--- src/rtl/carrier_rom_sequencer.sv ---
// Shares one band-major carrier sample ROM across NUM_BANDS bands, one read per band per frame.
// Optional macro CARRIER_MUTE_EN adds mute_mask: muted bands skip the ROM read and capture 0.
module carrier_rom_sequencer #(
  parameter int MEM_DEPTH   = 4036,
  parameter int NUM_BANDS   = 15,
  parameter int ROM_LATENCY = 2,
  parameter int ADDR_WIDTH  = $clog2(NUM_BANDS*MEM_DEPTH),
  parameter int IDX_WIDTH   = $clog2(MEM_DEPTH)
) (
  input  logic                  clk,
  input  logic                  rst,
  input  logic                  enable_44k,
`ifdef CARRIER_MUTE_EN
  input  logic [NUM_BANDS-1:0]  mute_mask,
`endif
  output logic                  rom_en,
  output logic [ADDR_WIDTH-1:0] rom_addr,
  input  logic signed [15:0]    rom_data,
  output logic signed [15:0]    carrier_bands [NUM_BANDS],
  output logic [NUM_BANDS-1:0]  valid_bus,
  output logic                  frame_valid,
  output logic                  busy,
  output logic                  overrun,
  output logic [IDX_WIDTH-1:0]  sample_idx
);

  localparam int BAND_W = (NUM_BANDS > 1) ? $clog2(NUM_BANDS) : 1;
  localparam int CNT_W  = $clog2(NUM_BANDS + 1);
  localparam logic [BAND_W-1:0]     LAST_BAND   = BAND_W'(NUM_BANDS - 1);
  localparam logic [CNT_W-1:0]      FULL_CNT    = CNT_W'(NUM_BANDS);
  localparam logic [IDX_WIDTH-1:0]  LAST_IDX    = IDX_WIDTH'(MEM_DEPTH - 1);
  localparam logic [ADDR_WIDTH-1:0] BAND_STRIDE = ADDR_WIDTH'(MEM_DEPTH);

  typedef enum logic [1:0] {
    IDLE  = 2'd0,
    ISSUE = 2'd1,
    DRAIN = 2'd2,
    DONE  = 2'd3
  } state_t;

  state_t                  state_r, state_s;
  logic [BAND_W-1:0]       band_r, band_s;
  logic [NUM_BANDS-1:0]    mute_r, mute_s, mute_in_s;
  logic                    rom_en_s;
  logic [ADDR_WIDTH-1:0]   rom_addr_s;
  logic                    start_s;
  logic [CNT_W-1:0]        cap_cnt_r;
  logic                    tag_vld_r  [ROM_LATENCY];
  logic                    tag_mute_r [ROM_LATENCY];
  logic [BAND_W-1:0]       tag_band_r [ROM_LATENCY];
  logic                    head_vld_s, head_mute_s;
  logic [BAND_W-1:0]       head_band_s;

`ifdef CARRIER_MUTE_EN
  assign mute_in_s = mute_mask;
`else
  assign mute_in_s = {NUM_BANDS{1'b0}};
`endif

  // The oldest tag lines up with the ROM word returned for that slot.
  assign head_vld_s  = tag_vld_r[ROM_LATENCY-1];
  assign head_mute_s = tag_mute_r[ROM_LATENCY-1];
  assign head_band_s = tag_band_r[ROM_LATENCY-1];

  // Next-state and next issue-port values; rom_addr walks a running base instead of band*MEM_DEPTH.
  always_comb begin
    state_s    = state_r;
    band_s     = band_r;
    mute_s     = mute_r;
    rom_en_s   = 1'b0;
    rom_addr_s = rom_addr;
    start_s    = 1'b0;
    case (state_r)
      IDLE: begin
        if (enable_44k) begin
          state_s    = ISSUE;
          start_s    = 1'b1;
          band_s     = {BAND_W{1'b0}};
          mute_s     = mute_in_s;
          rom_en_s   = ~mute_in_s[0];
          rom_addr_s = ADDR_WIDTH'(sample_idx);
        end else begin
          state_s = IDLE;
        end
      end
      ISSUE: begin
        if (band_r == LAST_BAND) begin
          state_s = DRAIN;
        end else begin
          band_s     = band_r + BAND_W'(1);
          rom_en_s   = ~mute_r[band_s];
          rom_addr_s = rom_addr + BAND_STRIDE;
        end
      end
      DRAIN: begin
        if (cap_cnt_r == FULL_CNT) begin
          state_s = DONE;
        end else begin
          state_s = DRAIN;
        end
      end
      DONE:    state_s = IDLE;
      default: state_s = IDLE;
    endcase
  end

  // Control registers: FSM state, issue port, status flags and the sample index.
  always_ff @(posedge clk) begin
    if (rst) begin
      state_r     <= IDLE;
      band_r      <= {BAND_W{1'b0}};
      mute_r      <= {NUM_BANDS{1'b0}};
      rom_en      <= 1'b0;
      rom_addr    <= {ADDR_WIDTH{1'b0}};
      busy        <= 1'b0;
      frame_valid <= 1'b0;
      overrun     <= 1'b0;
      sample_idx  <= {IDX_WIDTH{1'b0}};
    end else begin
      state_r     <= state_s;
      band_r      <= band_s;
      mute_r      <= mute_s;
      rom_en      <= rom_en_s;
      rom_addr    <= rom_addr_s;
      busy        <= (state_s != IDLE);
      frame_valid <= (state_s == DONE);
      if (enable_44k && (state_r != IDLE)) begin
        overrun <= 1'b1;
      end
      if (state_r == DONE) begin
        sample_idx <= (sample_idx == LAST_IDX) ? {IDX_WIDTH{1'b0}} : sample_idx + IDX_WIDTH'(1);
      end
    end
  end

  // Tag pipeline and per-band capture of returned ROM words.
  always_ff @(posedge clk) begin
    if (rst) begin
      for (int i = 0; i < ROM_LATENCY; i++) begin
        tag_vld_r[i]  <= 1'b0;
        tag_mute_r[i] <= 1'b0;
        tag_band_r[i] <= {BAND_W{1'b0}};
      end
      for (int b = 0; b < NUM_BANDS; b++) begin
        carrier_bands[b] <= 16'sd0;
      end
      valid_bus <= {NUM_BANDS{1'b0}};
      cap_cnt_r <= {CNT_W{1'b0}};
    end else begin
      tag_vld_r[0]  <= (state_r == ISSUE);
      tag_mute_r[0] <= mute_r[band_r];
      tag_band_r[0] <= band_r;
      for (int i = 1; i < ROM_LATENCY; i++) begin
        tag_vld_r[i]  <= tag_vld_r[i-1];
        tag_mute_r[i] <= tag_mute_r[i-1];
        tag_band_r[i] <= tag_band_r[i-1];
      end
      valid_bus <= {NUM_BANDS{1'b0}};
      if (start_s) begin
        cap_cnt_r <= {CNT_W{1'b0}};
      end else if (head_vld_s) begin
        cap_cnt_r <= cap_cnt_r + CNT_W'(1);
      end
      if (head_vld_s) begin
        carrier_bands[head_band_s] <= head_mute_s ? 16'sd0 : rom_data;
        valid_bus[head_band_s]     <= 1'b1;
      end
    end
  end

endmodule

--- config.mk ---
export PLATFORM = sky130hd
export DESIGN_NAME = carrier_rom_sequencer
export DESIGN_NICKNAME = d
export VERILOG_FILES = /design/src/rtl/carrier_rom_sequencer.sv
export SDC_FILE = /design/constraint.sdc
export NUM_CORES = 1
export LEC_CHECK = 0
export ABC_AREA = 1
export CAP_MARGIN = 20
export CORE_AREA = 2 2 145 147
export CTS_BUF_LIST = sky130_fd_sc_hd__clkbuf_8
export DETAILED_ROUTE_END_ITERATION = 10
export DIE_AREA = 0 0 147 149
export DONT_BUFFER_PORTS = 1
export PLACE_DENSITY = 0.72
export RECOVER_POWER = 100
export SYNTH_ARGS = -nofsm -noshare
export SYNTH_HDL_FRONTEND = slang
export SYNTH_SLANG_ARGS = --single-unit
--- constraint.sdc ---
create_clock -name clk -period 1.39 [get_ports clk]
set_input_delay 0.2085 -clock clk [delete_from_list [all_inputs] [get_ports clk]]
set_output_delay 0.2085 -clock clk [all_outputs]
set_load 0.01 [all_outputs]
Word level (Yosys, flattened, before mapping)
Memory sizes are Yosys's and may differ from the RTL's. A register that Yosys moved wholly into a read port is not among the register bits.
Cells that the tools add are included.

storage, ports and cells
  bits in read-only memories = 32
  logic and storage cells = 102
  memories kept = 5
  bits in registers = 297
  RAM bits = 12
  input port bits = 19

operators by class
  muxes and demuxes = 34
  equal/unequal tests = 9
  magnitude comparators = 6
  bitwise logic cells = 9
  reduce and logical (&&, ||, !) cells = 10
  add/subtract/negate cells = 4

memory list
  name              words  bits a word  read ports  clocked after Yosys merged registers in  write ports  RTL line  text
  (name not given)  16     1            1           1                                        0            151       tag_mute_r[0] <= mute_r[band_r];
  (name not given)  16     1            1           0                                        0            91        rom_en_s = ~mute_r[band_s];
  tag_band_r        2      4            2           0                                        2            50        logic [BAND_W-1:0] tag_band_r [ROM_LATENCY];
  tag_mute_r        2      1            2           0                                        2            49        logic tag_mute_r [ROM_LATENCY];
  tag_vld_r         2      1            2           0                                        2            48        logic tag_vld_r [ROM_LATENCY];

operator list
  cell                                                                number
  bitwise mux 240 bit                                                 1
  demux 16 bit (select 4 bit)                                         1
  2-to-1 mux 16 bit                                                   4
  one-hot mux 16 bit (2 select lines)                                 1
  2-to-1 mux 4 bit                                                    6
  adder 16 x 12 -> 16 bit (second input constant)                     1
  < comparator 4 x 5 -> 1 bit (second input constant)                 3
  2-to-1 mux 1 bit                                                    15
  adder 12 x 1 -> 12 bit (second input constant)                      1
  equality test 12 bit (second input constant)                        1
  2-to-1 mux 12 bit                                                   1
  adder 4 x 1 -> 4 bit (second input constant)                        2
  equality test 4 bit (second input constant)                         2
  one-hot mux 2 bit (4 select lines)                                  1
  one-hot mux 4 bit (2 select lines)                                  1
  equality test 2 bit (second input constant)                         3
  OR 1 bit                                                            6
  nonzero test 2 bit                                                  3
  greater-or-equal comparator 5 bit (second input constant)           1
  < comparator 5 x 1 -> 1 bit (second input constant)                 1
  inverter 4 -> 5 bit                                                 1
  demux 1 bit (select 4 bit)                                          1
  greater-or-equal comparator 4 x 1 -> 1 bit (second input constant)  1
  != test 2 bit (second input constant)                               2
  other kinds (8)                                                     12

Logic depth before layout (Yosys ltp)
An unclocked memory read counts as a cell.

  word-level depth = 7
  gate-level depth with buffers = 11
  mapped depth without buffers = 10

Worst setup path before layout
Ideal clock, no wire load.

  path kind = reg2reg
  from = register rom_addr[2]
  to = register rom_addr[12]
  data arrival time = 1.394 ns
  path buffers = 0
  period minus slack after synthesis = 1.464 ns
  setup time = 0.070 ns
  cell stages (with the launch flop) = 7
  slack = -0.074 ns
  path through = dfxtp_1 ha_1 nand3_1 inv_1 o21ai_0 or2_2 a21oi_1

on the way
  cells in the longest elaborated chain, start to end = 3

RTL lines
  item                                 RTL line  text
  start: declaration                   17        output logic [ADDR_WIDTH-1:0] rom_addr,
  start signal: assignment             114       rom_addr <= {ADDR_WIDTH{1'b0}};
  start signal: assignment             124       rom_addr <= rom_addr_s;
  adder 16 x 12 -> 16 bit              92        rom_addr_s = rom_addr + BAND_STRIDE;
  2-to-1 mux 16 bit                    87        if (band_r == LAST_BAND) begin
  one-hot mux 16 bit (2 select lines)  73        case (state_r)

Every way passes these cells. The select of a mux whose other input is x is not followed.
A chain may end at the register's enable or synchronous reset.

Worst setup path after layout
  from = input port rom_data[0]
  to = register carrier_bands[224] (netlist bit)

on the way
  cells in the longest elaborated chain, start to end = 2

RTL lines
  item                            RTL line  text
  start: declaration              18        input logic signed [15:0] rom_data,
  2-to-1 mux 16 bit               165       carrier_bands[head_band_s] <= head_mute_s ? 16'sd0 : rom_data;
  bitwise mux 240 bit             165
  end signal: indexed assignment  165
  end: declaration                19        output logic signed [15:0] carrier_bands [NUM_BANDS],

Every way passes these cells.

==> metrics.md <==
| Metric | Value |
|---|---|
| Minimum clock period | 1.45 ns |
| Dpl ws | -0.157 ns |
| Critical Path Max Stage Delay | 1.31 ns |
| Initial Util | 53.8% |
| Fin worst setup slack | -0.0582 ns |
| Crit path max-delay cell type | dlygate4sd3_1 |
| Antenna Nets Post-Route | 0 |
| Critical path's top delay family | buffers and inverters |
| WL per Instance | 19.2 um |
| Post-route DRC | 0 |
| Area Overhead vs Synth | 23.8% |
| Routed vias | 10043 |
| Syn nets | 1461 |
| Clock skew | 0.0156 ns |
| Seq/Total Area, Yosys | 55.6% |
| Critical Path Source Type | primary input |
| Crit path capture type | flip-flop |
| Leakage | 5.92 nW |
| Largest cells by area after synthesis | dfxtp_1 (56%), nor2_1 (17%), o21ai_0 (12%) |
| Min Hold Slack | 0.00516 ns |
| Fin util | 66.6% |
| Die Wd | 147 um |
| GP Congestion | 0.871 |
| Final worst path period share | 104% |
| FF/Latch Area | 0.00617 mm2 |
| Worst path arrival time | 1.91 ns |
| Num CTS Buffers | 46 |
| Syn_area_per_cell | 7.69 um2 |
| Share of cells above drive strength 1 | 19.1% |
| Reg clk slew, reported paths | 0.06 ns |
| FILL cells | 1681 |
| Synth cell count leaders | nor2_1 (499), dfxtp_1 (307), o21ai_0 (260) |
| Area share of the largest cell type after synthesis | 55.6% |
| Placement row count | 53 |
| Most common cell in the synthesized netlist | nor2_1 |
| Root Buffer | clkbuf_8 |
| Asr flop ratio synth | 0% |
| Antenna violations before repair | 0 |
| Largest net degree at the start of global routing | 105 |
| H-Tree Depth | 2 |
| Max Clock Freq | 690 MHz |
| HPWL after DPL | 21.1 mm |
| First-pass GRT wire length | 50.8 mm |
| Hold Vio Cnt, Final | 0 |
| CP Cell Sequence | dlygate4sd3_1 > o21ai_0 > a21oi_1 |
| Setup TNS | -0.621 ns |
| GRT overflow | 0 |
| Die height | 149 um |
| Unique masters post-synth | 32 |
| Setup Crit Path Kind | primary input to flip-flop |
| Mapped Area | 0.0111 mm2 |
| Pwr Density | 1240 mW/mm2 |
| Status | finished with violations |
| Hold crit path type | primary input to flip-flop |
| CP Buf/Inv Count | 1 |
| Via density | 5.47 |
| Rel. slew slack | 16.8% |
| Area of the multi-input gates | 0.00452 mm2 |
| Failing checks | setup timing |
| Max clock buf depth | 3 |
| Slew of the pin with the lowest slew margin | 1.25 ns |
| EDFF count, synth | 0 |
| Max VDD drop | 943 uV |
| Total GRT Usage | 29.4% |
| DRT Pass-1 Iters | 5 |
| # clock sinks | 307 |
| Clock Latency Late Sink | 0.54 ns |
| Core footprint | 0.0206 mm2 |
| Warnings from Yosys | 0 |
| I/O Pins | 306 |
| RSZ-0062 raised after global routing | true |
| Die Area | 0.0219 mm2 |
| Fin. max-slew vios | 0 |
| Number of port buffers | 0 |
| Most used flip-flop cell after synthesis | dfxtp_1 |
| Maxcap violations | 0 |
| Pwr Total | 0.0170 W |
| Antenna Cells | 0 |
| WP data required | 1.85 ns |
| Crit-path max FO | 15 |
| Starting DRT DRC Count | 803 |
| Setup violations, final | 31 |
| # nets final | 1557 |
| Yosys top cell by area | dfxtp_1 |
| #FFs+latches synth | 307 |
| Drt total wl | 35.3 mm |
| Vias in the first global route | 9025 |
| CTS tree | built |
| Post-synthesis cell count | 1437 |
==> layout by cell type, fill, tap and decap left out, types with 24 or more instances in the layout <==
cell type	netlist	final
buf_4	2	80
o21ai_2	0	24
nand2_1	54	46
nor2_1	499	479
o21ai_1	4	37
a21oi_1	59	52
clkbuf_8	0	57
dfxtp_1	307	292
inv_1	74	83
o21ai_0	260	203
==> worst reg2reg max path, stage by stage (launching register included) <==
cell,delay [ns]
dfxtp_1,0.36
inv_2,0.06
ha_4,0.16
nand3_4,0.09
nand2_4,0.07
nand2_8,0.10
buf_6,0.10
nand3b_1,0.09
nor2_1,0.15
nand2_1,0.07
nand2_1,0.05
nor2_1,0.03
==> sequential cells by signal (all words and copies together) (netlist names) <==
register	count
band_r	4
busy	1
cap_cnt_r	4
carrier_bands	240
frame_valid	1
overrun	1
rom_addr	16
rom_en	1
sample_idx	12
state_r	2
tag_band_r	8
tag_vld_r	2
valid_bus	15
==> per-layer routing <==
metal	up-vias	track usage [%]	wire length, um
li1	4793	-	-
met1	4662	38.1	14500
met2	504	45.9	15800
met3	84	9.51	3840
met4	0	11.3	1140
met5	-	0	0
==> area by class of cell <==
type                       instances  share of cell area, %
multi-input combinational        952                   33.0
tap                              275                   2.51
clock buffer                      57                   5.73
sequential                       307                   45.1
clock inverter                    20                  0.594
timing repair buffer             135                   10.0
inverter                          91                   2.96
==> report_power, final <==
part	internal [W]	switching [W]	leakage [nW]
clock	0.00366	0.00333	0.508
sequential	0.00888	0.0000779	2.48
combinational	0.000354	0.000694	2.93
total	0.0129	0.00410	5.92
==> metrics by stage <==
stage | instances | instance area (um2)
finish | 1837 | 13700
global route | 1837 | 13700
CTS | 1819 | 13100
detailed placement | 1715 | 11900
global placement | 1715 | 11900
floorplan | 1437 | 11100
==> path summary, 6_finish.rpt <==
check / startpoint / to / slack, ns / depth (start not counted)
worst max register to register: band_r[0] / rom_addr[15] / -0.05 / 11
worst max-delay path: rom_data[0] / carrier_bands[224] / -0.06 / 3
worst min register to register: tag_band_r[0][0] / tag_band_r[0][4] / 0.40 / 2
worst min-delay path: enable_44k / rom_addr[0] / 0.005 / 3
==> logic make-up (layout without fill, tap and decap cells) <==
logic type	Yosys count	in the layout	synth area share, %
DFF	307	307	55.6
adders and majority gates	5	5	0.566
buffers and inverters	178	303	6.29
xor gates and xnor gates	5	5	0.396
and+or+nand+nor	611	611	22.0
AOI/OAI and AO/OA	331	331	15.2
==> repair_timing <==
item	in CTS	in global routing
setup buffers	6	13
cloned	1	4
resized for setup	34	187
hold buffers	20	1
hold endpoints to repair	291	15
endpoints found under the setup margin	88	235
pin swaps	6	40
(Power assumes the default switching activity.)
